[config.mk]
export PLATFORM = sky130hd
export DESIGN_NAME = wb_queue32
export DESIGN_NICKNAME = d
export VERILOG_FILES = /design/src/rtl/wb_pkg.sv /design/src/rtl/wb_fwd_match.sv /design/src/rtl/wb_queue32.sv
export SDC_FILE = /design/constraint.sdc
export NUM_CORES = 1
export LEC_CHECK = 0
export BUFFER_PORTS_ARGS = -buffer_cell sky130_fd_sc_hd__buf_2
export CORE_MARGIN = 1.5
export CORE_UTILIZATION = 51
export DETAILED_ROUTE_END_ITERATION = 7
export GPL_TIMING_DRIVEN = 0
export PLACE_DENSITY = 0.7
export SLEW_MARGIN = 10
export SYNTH_ARGS = -nofsm -noshare
export SYNTH_HDL_FRONTEND = slang
export SYNTH_SLANG_ARGS = --single-unit
[constraint.sdc]
create_clock -name clk -period 9.72 [get_ports clk]
set_clock_uncertainty 0.05 [all_clocks]
set_input_delay 0.972 -clock clk [delete_from_list [all_inputs] [get_ports clk]]
set_output_delay 0.972 -clock clk [all_outputs]
set_load 0.05 [all_outputs]
[src/rtl/wb_pkg.sv]
// Shared constants and types for the write-back queue.
package wb_pkg;

    localparam int RA_W_DEFAULT = 5;
    localparam int DATA_W       = 32;
    localparam int REG_ZERO     = 0;

    typedef struct packed {
        logic                    valid;
        logic [RA_W_DEFAULT-1:0] rd;
        logic [DATA_W-1:0]       data;
    } wb_entry_t;

endpackage

[src/rtl/wb_fwd_match.sv]
// Priority match of a read address against the queued entries; the youngest
// matching entry (closest to the tail) supplies the forwarded value.
module wb_fwd_match
    import wb_pkg::*;
#(
    parameter int DEPTH = 4,
    parameter int RA_W  = RA_W_DEFAULT
) (
    input  logic [DEPTH-1:0]         valid_i,
    input  logic [RA_W-1:0]          rd_i   [DEPTH],
    input  logic [DATA_W-1:0]        data_i [DEPTH],
    input  logic [$clog2(DEPTH)-1:0] head_i,
    input  logic [RA_W-1:0]          rs_addr_i,
    output logic                     hit_o,
    output logic [DATA_W-1:0]        data_o
);

    localparam int PTR_W = $clog2(DEPTH);

    logic [PTR_W-1:0] idx;

    // Walk oldest to youngest so a later match overrides an earlier one.
    always_comb begin
        hit_o  = 1'b0;
        data_o = '0;
        idx    = '0;
        if (rs_addr_i != RA_W'(REG_ZERO)) begin
            for (int i = 0; i < DEPTH; i++) begin
                idx = head_i + PTR_W'(i);
                if (valid_i[idx] && (rd_i[idx] == rs_addr_i)) begin
                    hit_o  = 1'b1;
                    data_o = data_i[idx];
                end
            end
        end
    end

endmodule

[src/rtl/wb_queue32.sv]
// In-order write-back buffer between execute and the register-file write port,
// with a combinational forwarding lookup over the pending entries.
module wb_queue32
    import wb_pkg::*;
#(
    parameter int DEPTH = 4,
    parameter int RA_W  = RA_W_DEFAULT
) (
    input  logic                     clk,
    input  logic                     rst_n,
    input  logic                     in_valid,
    output logic                     in_ready,
    input  logic [RA_W-1:0]          in_rd,
    input  logic [31:0]              in_data,
    output logic                     wr_en,
    input  logic                     wr_ready,
    output logic [RA_W-1:0]          wr_addr,
    output logic [31:0]              wr_data,
    input  logic [RA_W-1:0]          rs_addr,
    output logic                     fwd_hit,
    output logic [31:0]              fwd_data,
    output logic [$clog2(DEPTH):0]   count
);

    localparam int PTR_W = $clog2(DEPTH);
    localparam int CNT_W = PTR_W + 1;

    logic [PTR_W-1:0]  head_q, head_d;
    logic [PTR_W-1:0]  tail_q, tail_d;
    logic [CNT_W-1:0]  count_q, count_d;
    logic [DEPTH-1:0]  valid_q;
    logic [RA_W-1:0]   rd_q   [DEPTH];
    logic [DATA_W-1:0] data_q [DEPTH];

    logic full;
    logic push;
    logic store;
    logic pop;

    // Handshake: a transfer happens on a rising edge where valid and ready are
    // both high; ready never depends on the partner's valid in the same cycle.
    assign full     = (count_q == CNT_W'(DEPTH));
    assign in_ready = !full;
    assign push     = in_valid && in_ready;
    assign store    = push && (in_rd != RA_W'(REG_ZERO));
    assign wr_en    = (count_q != '0);
    assign pop      = wr_en && wr_ready;

    assign wr_addr  = wr_en ? rd_q[head_q]   : '0;
    assign wr_data  = wr_en ? data_q[head_q] : '0;
    assign count    = count_q;

    always_comb begin
        head_d  = head_q;
        tail_d  = tail_q;
        count_d = count_q + CNT_W'(store) - CNT_W'(pop);
        if (store) tail_d = tail_q + PTR_W'(1);
        if (pop)   head_d = head_q + PTR_W'(1);
    end

    // Store and pop never touch the same slot: head == tail only when empty
    // (no pop) or full (no push).
    always_ff @(posedge clk or negedge rst_n) begin
        if (!rst_n) begin
            head_q  <= '0;
            tail_q  <= '0;
            count_q <= '0;
            valid_q <= '0;
            for (int i = 0; i < DEPTH; i++) begin
                rd_q[i]   <= '0;
                data_q[i] <= '0;
            end
        end else begin
            head_q  <= head_d;
            tail_q  <= tail_d;
            count_q <= count_d;
            if (store) begin
                valid_q[tail_q] <= 1'b1;
                rd_q[tail_q]    <= in_rd;
                data_q[tail_q]  <= in_data;
            end
            if (pop) valid_q[head_q] <= 1'b0;
        end
    end

    wb_fwd_match #(
        .DEPTH (DEPTH),
        .RA_W  (RA_W)
    ) u_fwd (
        .valid_i   (valid_q),
        .rd_i      (rd_q),
        .data_i    (data_q),
        .head_i    (head_q),
        .rs_addr_i (rs_addr),
        .hit_o     (fwd_hit),
        .data_o    (fwd_data)
    );

endmodule

Yosys cells after proc, flatten, opt, wreduce, memory -nomap -nowiden
Cells that the tools add are included.
{"block": "op_classes", "magnitude_cmp": 13, "bitwise": 8, "n_mux": 56, "addsub": 6, "n_reduce_logical": 14, "eq_ne": 5}
{"cell": "32-bit two-way mux", "n": 15}
{"cell": "32-bit binary-select mux with 2-bit select", "n": 4}
{"cell": "128-bit bitwise mux", "n": 1}
{"cell": "32-bit demux with 2-bit select", "n": 1}
{"cell": "5-bit two-way mux", "n": 10}
{"cell": "5-bit binary-select mux with 2-bit select", "n": 4}
{"cell": "20-bit bitwise mux", "n": 1}
{"cell": "5-bit == test", "n": 4}
{"cell": "3-bit >= comparator, second input constant", "n": 5}
{"cell": "2-bit by 3-bit less-than comparator with 1-bit output, second input constant", "n": 5}
{"cell": "2-bit NOT with 3-bit output", "n": 5}
{"cell": "1-bit two-way mux", "n": 11}
{"cell": "5-bit demux with 2-bit select", "n": 1}
{"cell": "1-bit logical AND", "n": 10}
{"cell": "5-bit nonzero test", "n": 2}
{"cell": "1-bit binary-select mux with 2-bit select", "n": 4}
{"cell": "4-bit two-way mux", "n": 2}
{"cell": "2-bit by 1-bit adder with 2-bit output, second input constant", "n": 2}
{"cell": "2-bit adder, second input constant", "n": 2}
{"cell": "4-bit bitwise AND", "n": 1}
{"cell": "1-bit demux with 2-bit select", "n": 2}
{"cell": "2-bit by 1-bit >= comparator with 1-bit output, second input constant", "n": 2}
{"cell": "4-bit NOT", "n": 1}
{"cell": "4-bit bitwise OR", "n": 1}
{"cell": "6 further kinds", "n": 6}
{"block": "totals", "ff_bits": 159, "word_cells": 114}

Longest topological paths before layout
{"block": "depth", "ltp_word": 11, "ltp_mapped": 17, "mapped_depth_nobuf": 10}

Hierarchy
A second synthesis with hierarchy kept.
{"block": "hier_totals", "hier_cells": 1159, "hier_area_um2": 12953.7}
{"mod": "wb_queue32", "area_per_inst_um2": 7598.5, "instances": 1, "cells_per_inst": 454}
{"mod": "wb_fwd_match", "area_per_inst_um2": 5355.1, "instances": 1, "cells_per_inst": 705}

Worst setup path after synthesis
No wires, ideal clock.
{"block": "synth_timing", "path_kind": "register to output", "start": "register head_q[1]", "end": "output port fwd_data[12]", "required_time_ns": 8.698, "n_path_buf": 8, "arrival_time_ns": 4.593, "path_stages_with_launch": 17, "path_slack_ns": 4.105, "path_cell_list": "dfrtp_1 buf_2 buf_2 buf_4 buf_2 buf_2 inv_1 ha_1 buf_6 mux4_1 xnor2_1 and2_1 buf_6 buf_2 o2111a_1 a211oi_1 o31ai_1"}
{"block": "synth_via", "elab_chain_cells": 11, "word_cells_on_any_way": 52, "cone_classes": "add/sub (3); eq/ne (4); mux (37); bitwise (4); reduce/logical (4)"}
{"item": "from (decl)", "line_no": "wb_queue32.sv:28", "source": "logic [PTR_W-1:0] head_q, head_d;"}
{"item": "from (signal assigned)", "line_no": "wb_queue32.sv:65", "source": "head_q <= '0;"}
{"item": "from (signal assigned)", "line_no": "wb_queue32.sv:74", "source": "head_q <= head_d;"}
{"item": "2-bit by 1-bit adder with 2-bit output / 2-bit NOT with 3-bit output (equally long branches)", "line_no": "wb_fwd_match.sv:29, wb_fwd_match.sv:30, wb_fwd_match.sv:32"}
{"item": "2-bit NOT with 3-bit output (not written as such) / 5-bit binary-select mux with 2-bit select (equally long branches)", "line_no": "wb_fwd_match.sv:30, wb_fwd_match.sv:32"}
{"item": "5-bit binary-select mux with 2-bit select / 5-bit two-way mux (equally long branches)", "line_no": "wb_fwd_match.sv:30", "source": "if (valid_i[idx] && (rd_i[idx] == rs_addr_i)) begin"}
{"item": "5-bit two-way mux (not written as such)", "line_no": "wb_fwd_match.sv:30"}
{"item": "5-bit two-way mux (not written as such) / 5-bit == test (equally long branches)", "line_no": "wb_fwd_match.sv:30"}
{"item": "5-bit == test / 1-bit logical AND (equally long branches)", "line_no": "wb_fwd_match.sv:30"}
{"item": "1-bit logical AND / 32-bit two-way mux (equally long branches)", "line_no": "wb_fwd_match.sv:30"}
{"item": "32-bit two-way mux (2 in a row)", "line_no": "wb_fwd_match.sv:30"}
{"item": "32-bit two-way mux (*)", "line_no": "wb_fwd_match.sv:30"}
{"item": "32-bit two-way mux (*)", "line_no": "wb_fwd_match.sv:27", "source": "if (rs_addr_i != RA_W'(REG_ZERO)) begin"}
{"item": "to (decl)", "line_no": "wb_queue32.sv:21", "source": "output logic [31:0] fwd_data,"}
Mark *: on every way between the ends. The rest lies on a longest branch, timed or not. The select of a mux whose other input is x is not followed.

Worst setup path after layout
{"block": "layout_timing", "start": "register head_q[1]", "end": "output port fwd_data[4]"}
Same word-level chain as after synthesis.

==> reports/qor.yml <==
sta:
  finalSetupViolCount: 0
  max_slew_margin_pct: 33.0
  tmin_final_ns: 6.69
  report.final.hold_viol_count: 0
  period_share_pct: 68.8
  rsz_0062_raised_after_global_routing: "no"
  final-max-slew-violation-count: 0
  timing_worst_slew_pin_value_ns: 1.01
  totalNegativeSetupSlack_ns: 0
  clock.fmax_mhz: 149
critical_path:
  register_to_register_setup_slack_ns: 5.13
  timing.critical_path.fanout_max: 10
  critical_path.endpoint: "fwd_data[4]"
  worstSetupPathDepth: 16
  critical_path.reg2reg.endpoint: "head_q[1]$_DFFE_PN0N_"
  cpMaxStageDelayCell: "sky130_fd_sc_hd__clkbuf_1"
  timing.critical_path.arrival_ns: 5.67
  rr_worst_depth: 14
  element_type_at_the_critical_path_end: "output port"
  critical_path.reg2reg.startpoint: "head_q[1]$_DFFE_PN0N_"
  cell_repeated_most_along_the_worst_path: "sky130_fd_sc_hd__buf_2"
  cp_top_family: "buffers and inverters"
  crit_type: "flip-flop to output port"
  critPathBufInv: 12
  crit_required_ns: 8.70
  timing.critical_path.cells: "buf_2, buf_2, buf_4, buf_2, buf_2, inv_1, ha_1, buf_6, buf_8, buf_2, buf_2, clkbuf_1, mux4_4, nand3_1, o31ai_1, buf_2"
  setup.worst_path.start: "head_q[1]$_DFFE_PN0N_"
  setup.worst_path.start_class: "flip-flop"
  critical-path-max-stage-delay_ns: 0.61
finish:
  share_of_final_layout_standard_cells_stronger_than_drive_strength_1_pct: 48.6
  most_used_cells_in_the_layout_excluding_fill_and_tap_cells: "sky130_fd_sc_hd__dfrtp_1 (159), sky130_fd_sc_hd__mux2_2 (154), sky130_fd_sc_hd__buf_2 (143), sky130_fd_sc_hd__mux4_2 (128), sky130_fd_sc_hd__nor2b_1 (34)"
  layout_commonest_cell: "sky130_fd_sc_hd__dfrtp_1"
  seqCellArea_um2: 3980
  n_fill_cell: 1930
  finished_layout_cell_area_um2: 13900
  finish.cell_count_without_fillers: 1387
  layout_area_growth_over_synthesis_pct: 13.0
  nets: 1111
  multi_input_area_um2: 7660
synth:
  synth_seq_cells: 159
  yosysSeqAreaShare_pct: 32.4
  count_of_flip_flops_with_a_built_in_enable_after_synthesis: 0
  syn_area_um2: 12300
  yosys_warnings: 0
  syn_nets: 975
  ys_async_sr_fraction_pct: 100
  synth_ff_type: "sky130_fd_sc_hd__dfrtp_1"
  synthesis.instances: 918
  ys_types: 57
  synth_area_per_cell_um2: 13.4
grt:
  grt_start_max_net_pins: 100
  grt.overflow.total: 0
  antenna_violations_before_repair: 1
  grt_pass1_wl_um: 55400
  grt_util_all_layers_pct: 30.2
  first_global_vias: 9315
run:
  timing.max_cap.violations: 0
placed_design:
  postPlaceCellArea_um2: 13300
  gp_congestion: 0.876
  placement.io_buffers: 115
  post-dp-hpwl_um: 25000
  placed_cells_incl_taps: 1354
clock_network:
  post_cts.repair.setup_buffers: 0
  clock-sinks: 159
  htree_num_levels: 4
  cts-buffers-inserted: 17
  clk_pin_slew_worst_paths_ns: 0.07
  worstSkewPairLatency_ns: 0.44
  cts_hold_repair.buffers: 0
  clock_path_buffers: 2
  clock_tree_from_tritoncts: "built"
  clock-root-buffer: "sky130_fd_sc_hd__clkbuf_16"
  ctsResizeCount: 0
status:
  status: "complete, no violations"
detailed_routing:
  finalWirelength_um: 36200
  drt-wirelength-per-cell_um: 26.1
  avgViaCountPerCell: 6.74
  drt_initial_violations: 793
  route.antenna.remaining_nets: 0
  drt_drc_violations_left: 0
  vias_after_detailed_routing: 9351
  detailed_routing_iteration_count_for_the_pre_antenna_repair_pass: 5
die:
  ios: 121
  dieHeight_um: 158
  core_um2: 23500
  floorplan.initialDensity_pct: 52.1
  floorplan.rows: 56
  die_w_um: 158
  floorplan.die_area_um2: 25000
min_path:
  holdCritPathClass: "input port to async pin"
## metal layers
| metal | vias to the layer above | part of all wire [%] | track usage (%) |
|---|---|---|---|
| met3 | 73 | 9.0 | 6.98 |
| li1 | 3925 | - | - |
| met5 | - | 0 | 0 |
| met1 | 4847 | 41 | 41.5 |
| met4 | 0 | 3.0 | 10.9 |
| met2 | 506 | 47 | 47.0 |
## Yosys cell counts, types with 4 or more instances
cell / count / area, um^2
sky130_fd_sc_hd__o31ai_1: 9 / 67.6
sky130_fd_sc_hd__nor2b_1: 34 / 213
sky130_fd_sc_hd__mux2_2: 154 / 1730
sky130_fd_sc_hd__mux4_2: 128 / 2880
sky130_fd_sc_hd__nand3_1: 32 / 160
sky130_fd_sc_hd__nand2_1: 31 / 116
sky130_fd_sc_hd__o2111a_1: 15 / 169
sky130_fd_sc_hd__nor2_1: 22 / 82.6
sky130_fd_sc_hd__dfrtp_1: 159 / 3980
sky130_fd_sc_hd__nor3b_2: 9 / 113
sky130_fd_sc_hd__xor2_1: 15 / 131
sky130_fd_sc_hd__inv_1: 12 / 45.0
sky130_fd_sc_hd__ha_1: 10 / 125
sky130_fd_sc_hd__buf_2: 29 / 145
sky130_fd_sc_hd__a211oi_1: 32 / 240
sky130_fd_sc_hd__a2bb2oi_1: 14 / 123
sky130_fd_sc_hd__buf_6: 12 / 135
sky130_fd_sc_hd__buf_4: 7 / 52.6
sky130_fd_sc_hd__xnor2_1: 16 / 140
sky130_fd_sc_hd__mux2i_1: 24 / 240
sky130_fd_sc_hd__nand4_1: 6 / 37.5
sky130_fd_sc_hd__o31ai_2: 9 / 113
sky130_fd_sc_hd__and2_1: 5 / 31.3
sky130_fd_sc_hd__nor3b_1: 20 / 150
sky130_fd_sc_hd__o21ai_1: 14 / 70.1
sky130_fd_sc_hd__buf_1: 9 / 33.8
sky130_fd_sc_hd__mux4_1: 10 / 263
sky130_fd_sc_hd__clkbuf_1: 32 / 120
sky130_fd_sc_hd__a22oi_1: 4 / 30.0
## sequential cells by signal, indices dropped and copies added (netlist names)
register and flops:
count 3, tail_q 2, rd_q 20, data_q 128
valid_q 4, head_q 2
## final cells by class
cell class,instances,area share [%]
diodes,1,0.0181
plain buffers,95,4.17
clock buffers,18,3.17
clock inverters,14,0.903
inverters,13,0.352
multi-input cells,651,55.3
flip-flops and latches,159,28.7
well taps,319,2.88
repair buffers,117,4.48
## cells by family (layout without fill, tap and decap cells)
| group | after synthesis | after routing | share of synthesized area, % |
|---|---|---|---|
| fa+ha+maj | 11 | 11 | 1.18 |
| flops | 159 | 159 | 32.4 |
| xor+xnor | 31 | 31 | 2.21 |
| other cells | 0 | 1 | 0 |
| buf+inv | 108 | 257 | 5.11 |
| compound gates | 112 | 112 | 7.93 |
| mux | 320 | 320 | 42.4 |
| simple gates | 177 | 177 | 8.68 |
## worst register-to-register path, stage by stage (launching register included)
cell                      delay, ns
sky130_fd_sc_hd__dfrtp_1       0.37
sky130_fd_sc_hd__buf_2         0.25
sky130_fd_sc_hd__buf_2         0.32
sky130_fd_sc_hd__buf_4         0.27
sky130_fd_sc_hd__buf_2         0.35
sky130_fd_sc_hd__buf_2         0.40
sky130_fd_sc_hd__inv_1         0.16
sky130_fd_sc_hd__ha_1          0.38
sky130_fd_sc_hd__buf_6         0.20
sky130_fd_sc_hd__buf_8         0.18
sky130_fd_sc_hd__buf_2         0.29
sky130_fd_sc_hd__buf_2         0.40
sky130_fd_sc_hd__buf_1         0.71
sky130_fd_sc_hd__nand2_1       0.09
sky130_fd_sc_hd__o21ai_0       0.10
## how the worst min path moves through the flow
stage / depth (start not counted) / slack (ns) / start / endpoint
final: 1 / 0.40 / rst_n / data_q[60]$_DFFE_PN0P_
after global routing: 1 / 0.45 / rst_n / data_q[60]$_DFFE_PN0P_
after CTS: 1 / 0.43 / rst_n / data_q[60]$_DFFE_PN0P_
after detailed placement: 1 / 0.51 / data_q[96]$_DFFE_PN0P_ / data_q[96]$_DFFE_PN0P_
after global placement: 1 / 0.50 / data_q[73]$_DFFE_PN0P_ / data_q[73]$_DFFE_PN0P_
after floorplan: 1 / 0.46 / rd_q[3]$_DFFE_PN0P_ / rd_q[3]$_DFFE_PN0P_
## per-stage QoR
| step | utilization [%] | setup slack (ns) | hold WS [ns] |
|---|---|---|---|
| 6_report | 58.9 | 3.03 | 0.402 |
| 5_1_grt | 58.9 | 2.77 | 0.449 |
| 4_1_cts | 58.8 | 3.13 | 0.431 |
| 3_5_place_dp | 56.5 | 3.63 | 0.510 |
| 3_3_place_gp | 56.2 | 3.62 | 0.498 |
| 2_1_floorplan | - | 4.10 | 0.464 |
Power is not shown: default switching activity piles up to over one toggle a cycle in this logic, so the estimate is an artifact.
